### src/rtl/jt12_wr_pkg.sv
// Shared types and constants for the FM core CPU write port.
package jt12_wr_pkg;

  typedef enum logic [1:0] {
    IDLE = 2'd0,
    PEND = 2'd1,
    BUSY = 2'd2
  } wr_st_e;

  localparam logic [7:0] PRES_6 = 8'h2D;
  localparam logic [7:0] PRES_3 = 8'h2E;
  localparam logic [7:0] PRES_2 = 8'h2F;

  localparam logic [1:0] DIV_6 = 2'b10;
  localparam logic [1:0] DIV_3 = 2'b11;
  localparam logic [1:0] DIV_2 = 2'b00;

endpackage

### src/rtl/jt12_busy_cnt.sv
// Loadable 8-bit down-counter advanced only on FM clock enables; saturates at zero.
module jt12_busy_cnt (
  input  logic       clk,
  input  logic       rst_n,
  input  logic       i_clk_en,
  input  logic       i_load,
  input  logic [7:0] i_load_val,
  input  logic       i_dec,
  output logic       o_done
);

  logic [7:0] r_cnt;

  always_ff @(posedge clk or negedge rst_n) begin
    if (!rst_n) begin
      r_cnt <= 8'd0;
    end else if (i_clk_en) begin
      if (i_load)
        r_cnt <= i_load_val;
      else if (i_dec && r_cnt != 8'd0)
        r_cnt <= r_cnt - 8'd1;
    end
  end

  assign o_done = (r_cnt == 8'd0);

endmodule

### src/rtl/jt12_cpu_wr.sv
// CPU write port: edge-detects bus writes, holds one register write until the next
// FM clock enable, drives busy, and decodes prescaler address writes.
module jt12_cpu_wr
  import jt12_wr_pkg::*;
#(
  parameter int         num_ch   = 3,
  parameter int         BUSY_CNT = 32,
  parameter logic [1:0] DIV_RST  = 2'b11
) (
  input  logic       clk,
  input  logic       rst_n,
  input  logic       cen,
  input  logic       clk_en,
  input  logic       cs_n,
  input  logic       wr_n,
  input  logic [1:0] addr,
  input  logic [7:0] din,
  output logic       busy,
  output logic       reg_we,
  output logic       reg_part,
  output logic [7:0] reg_addr,
  output logic [7:0] reg_din,
  output logic [1:0] div_setting
);

  localparam bit         PRES_EN = (num_ch != 6);
  localparam logic [7:0] CNT_LD  = 8'(BUSY_CNT - 1);

  logic       r_acc_l;
  logic [7:0] r_sh_addr;
  logic       r_sh_part;
  logic [1:0] r_div;
  wr_st_e     r_st;
  logic       r_busy;
  logic       r_part;
  logic [7:0] r_addr;
  logic [7:0] r_din;

  logic w_acc, w_accept, w_addr_wr, w_data_wr, w_issue, w_done;

  assign w_acc     = ~cs_n & ~wr_n;
  // Rising edge of the sampled access: one accept per bus cycle regardless of length.
  assign w_accept  = cen & w_acc & ~r_acc_l;
  assign w_addr_wr = w_accept & ~addr[0];
  assign w_data_wr = w_accept &  addr[0];
  assign w_issue   = (r_st == PEND) & clk_en;

  always_ff @(posedge clk or negedge rst_n) begin
    if (!rst_n) begin
      r_acc_l   <= 1'b0;
      r_sh_addr <= 8'd0;
      r_sh_part <= 1'b0;
      r_div     <= DIV_RST;
    end else begin
      if (cen)
        r_acc_l <= w_acc;
      if (w_addr_wr) begin
        r_sh_addr <= din;
        r_sh_part <= addr[1];
        if (PRES_EN && !addr[1]) begin
          case (din)
            PRES_6:  r_div    <= DIV_6;
            PRES_3:  if (r_div[1]) r_div[0] <= 1'b1;
            PRES_2:  r_div    <= DIV_2;
            default: ;
          endcase
        end
      end
    end
  end

  always_ff @(posedge clk or negedge rst_n) begin
    if (!rst_n) begin
      r_st   <= IDLE;
      r_busy <= 1'b0;
      r_part <= 1'b0;
      r_addr <= 8'd0;
      r_din  <= 8'd0;
    end else begin
      case (r_st)
        IDLE: if (w_data_wr) begin
          r_addr <= r_sh_addr;
          r_part <= r_sh_part;
          r_din  <= din;
          r_busy <= 1'b1;
          r_st   <= PEND;
        end
        PEND: if (clk_en) r_st <= BUSY;
        BUSY: if (clk_en && w_done) begin
          r_busy <= 1'b0;
          r_st   <= IDLE;
        end
        default: begin
          r_busy <= 1'b0;
          r_st   <= IDLE;
        end
      endcase
    end
  end

  jt12_busy_cnt u_cnt (
    .clk        (clk),
    .rst_n      (rst_n),
    .i_clk_en   (clk_en),
    .i_load     (w_issue),
    .i_load_val (CNT_LD),
    .i_dec      (r_st == BUSY),
    .o_done     (w_done)
  );

  assign busy        = r_busy;
  assign reg_we      = w_issue;
  assign reg_part    = r_part;
  assign reg_addr    = r_addr;
  assign reg_din     = r_din;
  assign div_setting = r_div;

endmodule

### config.mk
export PLATFORM = sky130hd
export DESIGN_NAME = jt12_cpu_wr
export DESIGN_NICKNAME = d
export VERILOG_FILES = /design/src/rtl/jt12_wr_pkg.sv /design/src/rtl/jt12_busy_cnt.sv /design/src/rtl/jt12_cpu_wr.sv
export SDC_FILE = /design/constraint.sdc
export NUM_CORES = 1
export LEC_CHECK = 0
export CAP_MARGIN = 30
export CORE_UTILIZATION = 40
export DETAILED_ROUTE_END_ITERATION = 8
export PLACE_DENSITY = 0.67
export SLEW_MARGIN = 10
export SYNTH_ARGS = -nofsm -noshare
export SYNTH_HDL_FRONTEND = slang
export SYNTH_SLANG_ARGS = --single-unit
### constraint.sdc
create_clock -name clk -period 5.05 [get_ports clk]
set_clock_uncertainty 0.15 [all_clocks]
set_input_delay 1.01 -clock clk [delete_from_list [all_inputs] [get_ports clk]]
set_output_delay 1.01 -clock clk [all_outputs]
set_load 0.02 [all_outputs]
# Word-level counts from Yosys, hierarchy flattened
# Cells that the tools add are included.
[totals] register_bits=40 in_bits=16 out_inout_bits=21 elab_cells=60
[op_classes] add_sub_neg=1 n_eq_ne=9 n_mux=12 n_bitwise=12 reduce_logical=15
[op_table] op="$eq A8 B6 Y1 const B" count=3
[op_table] op="$mux W8" count=2
[op_table] op="$reduce_and A3 Y1" count=3
[op_table] op="$logic_not A8 Y1" count=1
[op_table] op="$ne A2 B2 Y1 const B" count=4
[op_table] op="$reduce_bool A8 Y1" count=1
[op_table] op="$sub A8 B1 Y8 const B" count=1
[op_table] op="$and A1 B1 Y1" count=6
[op_table] op="$mux W2" count=3
[op_table] op="$not A1 Y1" count=6
[op_table] op="$pmux W2 S3" count=1
[op_table] op="$reduce_bool A2 Y1" count=3
[op_table] op="$pmux W1 S2" count=2
[op_table] op="$reduce_and A2 Y1" count=2
[op_table] op="$reduce_and A4 Y1" count=1
[op_table] op="$mux W1" count=3
[op_table] op="$pmux W1 S3" count=1
[op_table] op="$eq A2 B1 Y1 const B" count=1
[op_table] op="$eq A2 B2 Y1 const B" count=1
[op_table] op="$logic_and A1 B1 Y1" count=2
[op_table] op="$logic_not A2 Y1" count=1
[op_table] op="$reduce_or A2 Y1" count=1

# Depth between registers and ports, before layout
[logic_depth] ltp_word=7 mapped_depth=6

# Cells and area by module
# Synthesis repeated with hierarchy kept, for this count alone.
[unflattened] cells_unflattened=155 hier_area_um2=1973.1
[modules_own_cells] mod="jt12_cpu_wr" instances=1 cells_per_inst=87 area_per_inst_um2=1353.8 seq_area_each_um2=803.3
[modules_own_cells] mod="jt12_busy_cnt" instances=1 cells_per_inst=68 area_per_inst_um2=619.3 seq_area_each_um2=200.2

# Worst setup path before layout
# Ideal clock, no wire load.
[synth_timing] path_kind="in2out" startpoint="input port clk_en" endpoint="output port reg_we" t_arrival_ns=1.340 slack_ns=2.550 cell_stages=2 path_buffers=0 path_cell_list="nand3b_1 > inv_1"
[synth_via] elab_chain_cells=1
[synth_lines] item="start, declared" line="jt12_cpu_wr.sv:13" rtl="input logic clk_en,"
[synth_lines] item="$and A1 B1 Y1" line="jt12_cpu_wr.sv:46" rtl="assign w_issue = (r_st == PEND) & clk_en;"
[synth_lines] item="end, declared" line="jt12_cpu_wr.sv:19" rtl="output logic reg_we,"
# No other way between the ends.

# Worst setup path in the final report
# Same ends and word-level chain as after synthesis.

==> results.md <==
- Status: completed
- TritonCTS clock tree: yes
- DRC errors left: 0
- Final setup margin: roughly 1.4 ns
- Busiest layer in global routing: met2
- # resized after CTS: 0
- Setup TNS Final: 0 ns
- Vias in the first global route: 1322
- CTS Sinks: 40
- Achievable Freq: approximately 270 MHz
- Switching power of the nets: 0.387 mW
- Die H: 69.2 um
- End of the critical path: reg_we
- Startpoint Class: input pin
- Vias/cell: 5.44
- CP Data Arrival Time: between 2 and 3 ns
- Clock power frac: 0.248
- Max VDD drop: 0.277 mV
- PD cells: 528 mW/mm^2
- Final Hold Fails: 0
- Initial DRT Pass Iterations: 3
- Iter 0 DRT Violations: 82
- Synthesized area per cell: 12.8 sq um
- Htree depth: 2
- Clk Latency, worst-skew pair: between 0.2 and 0.3 ns
- Post-layout min period: 3.67 ns
- # setup viols final: 0
- GRT met1 Usage: 0.212
- I/O Buffers: 36
- Row Count: 24
- Die ar.: 0.00479 sq mm
- Placed instance area: between 0.002 and 0.0025 sq mm
- Remaining Overflow, GRT: 0
- Chip Width: 69.2 um
- Met3 usage: 0.0494
- Mapped Nets: 159
- GRT Overall Usage: 0.170
- EDFF count, synth: 0
- Synthesized cell area: 0.00181 sq mm
- Area grow syn2layout: 30.4%
- Nets: between 150 and 200
- #FFs+latches synth: 40
- Register share of total power: 0.414
- Max cap viols: 0
- Dpl ws: between 1 and 1.5 ns
- Post-CTS Setup Inserts: 0
- Critical Path Start: clk_en
- Actual slew at the worst max-slew pin: 0.827 ns
- Worst Setup End Kind: output pin
- Reg2Reg Depth: 3
- Final WL: 3.75 mm
- Pleak: roughly 1.0 nW
- Placed Cells incl. Taps: 223
- Boundary Pins: 37
- R2R Setup Slk: ~2.8 ns
- Design area: between 0.002 and 0.0025 sq mm
- Gate Count Post-Synth: roughly 140
- First-pass GRT wire length: 6.35 mm
- Ant. Diodes: 0
- Yosys warnings: 0
- Post-route clock period utilization: 0.727
- Crit path kind: in2out
- Core area: 0.00435 sq mm
- Reg-to-reg endpoint: r_sh_addr[3]
- Worst-path clk slew: 0.07 ns
- Vias: 1261
- Switching share of power: 0.311
- Initial Util: 0.415
- Hpwl dp: around 2.6 mm
- RR Startpoint: r_acc_l
- Layout cells sized above 1: 0.239
- WL/cell: approximately 16 um
- Hold Buf Count CTS: 0
- Int Power: ~0.86 mW
- RSZ-0062 raised after global routing: false
- Slew headroom: 0.447
- CTS max path bufs: 2
- Worst-path maximum fanout: 5
- Root buffer cell: clkbuf_8
- CTS buffer count: 5
- Synth Flop Type: dfrtp_1
- Slew Viols, Final: 0
- Gate power share: 0.339
- Initial antenna violation count: 0
- Largest net degree at the start of global routing: 41
- Met2 usage: 0.276
- DRT antenna net count: 0
- Synth cell types: 43
- Final Wtd Congestion: 0.775
- Required time of the critical path: 3.89 ns
- HP Class: reg2reg
- Non-Filler Instances: ~230
- Sequential fraction of the synthesis area: 0.556
- Async SR Flop Fraction: 1.00
cells in the final DEF (no fill, tap or decap), types with 2 or more instances in the layout:
| cell type | n |
|---|---|
| or4_1 | 2 |
| o311ai_0 | 2 |
| nand4b_1 | 2 |
| inv_1 | 6 |
| bufinv_16 | 2 |
| clkdlybuf4s50_1 | 35 |
| nor3_1 | 2 |
| o211a_1 | 2 |
| nand3_1 | 3 |
| mux2_2 | 27 |
| nand3b_1 | 2 |
| nand2_1 | 3 |
| o211ai_1 | 2 |
| o21ai_0 | 2 |
| clkbuf_8 | 5 |
| dfrtp_1 | 38 |
| a21oi_1 | 2 |
| dfstp_2 | 2 |
| nor2b_1 | 3 |
| nor2_1 | 5 |
| ha_1 | 2 |
| o2111ai_1 | 2 |
| mux2i_1 | 4 |
| nand2b_1 | 3 |
cell usage after synthesis, types with 3 or more instances:
| cell | n | area share |
|---|---|---|
| nor2_1 | 5 | 0.010 |
| nor2b_1 | 3 | 0.010 |
| nand3_1 | 3 | 0.0083 |
| nand2b_1 | 3 | 0.010 |
| nand2_1 | 3 | 0.0062 |
| inv_1 | 6 | 0.012 |
| mux2i_1 | 4 | 0.022 |
| mux2_2 | 27 | 0.17 |
| clkbuf_1 | 4 | 0.0083 |
| dfrtp_1 | 38 | 0.53 |
area by class of cell:
class,count,area (sq um)
Timing Repair Buffer,37,375
Multi-Input combinational cell,89,754
Clock buffer,6,72.6
Sequential cell,40,1000
Clock inverter,2,60.1
Tap cell,52,65.1
Inverter,6,22.5
Fill cell,343,2000
logic make-up (layout without fill, tap and decap cells):
kind of cell	Yosys count	after routing	share of synthesized area
DFF	40	40	0.556
and+or+nand+nor	40	40	0.146
muxes	31	31	0.191
AOI/OAI and AO/OA	16	16	0.0672
buffers and inverters	12	51	0.0263
adders and majority gates	2	2	0.0139
routing by layer:
metal / vias up / wire length, um
met1: 638 / 1680
met3: 5 / 134
met5: - / 0
met4: 0 / 40
li1: 594 / -
met2: 24 / 1890
worst max-delay path, stage by stage:
cell             delay, ns
clkdlybuf4s50_1       0.54
nand3b_1              0.17
inv_1                 0.17
clkdlybuf4s50_1       0.62
state kept, by name, summed over array words and instances (netlist names):
name         cells
r_sh_addr        8
reg_addr         8
reg_din          8
u_cnt.r_cnt      8
div_setting      2
r_st             2
busy             1
r_acc_l          1
r_sh_part        1
reg_part         1
worst min path at each step:
stage                     slack [ns]              to  cells after the start      startpoint
after floorplan                 0.33    r_sh_addr[0]                      1    r_sh_addr[0]
after global placement          0.32  div_setting[1]                      2  div_setting[1]
after detailed placement        0.33  div_setting[1]                      2  div_setting[1]
after CTS                       0.34  div_setting[1]                      2  div_setting[1]
after global routing            0.35  div_setting[1]                      2  div_setting[1]
final                           0.34  div_setting[1]                      2  div_setting[1]
per-stage QoR:
stage | util | power (mW) | hold WS [ns]
after detailed placement | 0.505 | 0.940 | 0.326
after floorplan | - | 0.741 | 0.327
after global placement | 0.505 | 0.924 | 0.319
after CTS | 0.536 | 1.25 | 0.338
after global routing | 0.541 | 1.31 | 0.354
final | 0.541 | 1.24 | 0.335
power groups by stage:
| stage | logic [mW] | clock network (mW) | registers [mW] |
|---|---|---|---|
| finish | 0.421 | 0.308 | 0.515 |
| floorplan | 0.168 | 0 | 0.574 |
| global placement | 0.413 | 0 | 0.511 |
| CTS | 0.424 | 0.315 | 0.513 |
| global route | 0.454 | 0.329 | 0.530 |
| detailed placement | 0.422 | 0 | 0.518 |
Power figures use the tool's default switching activity.
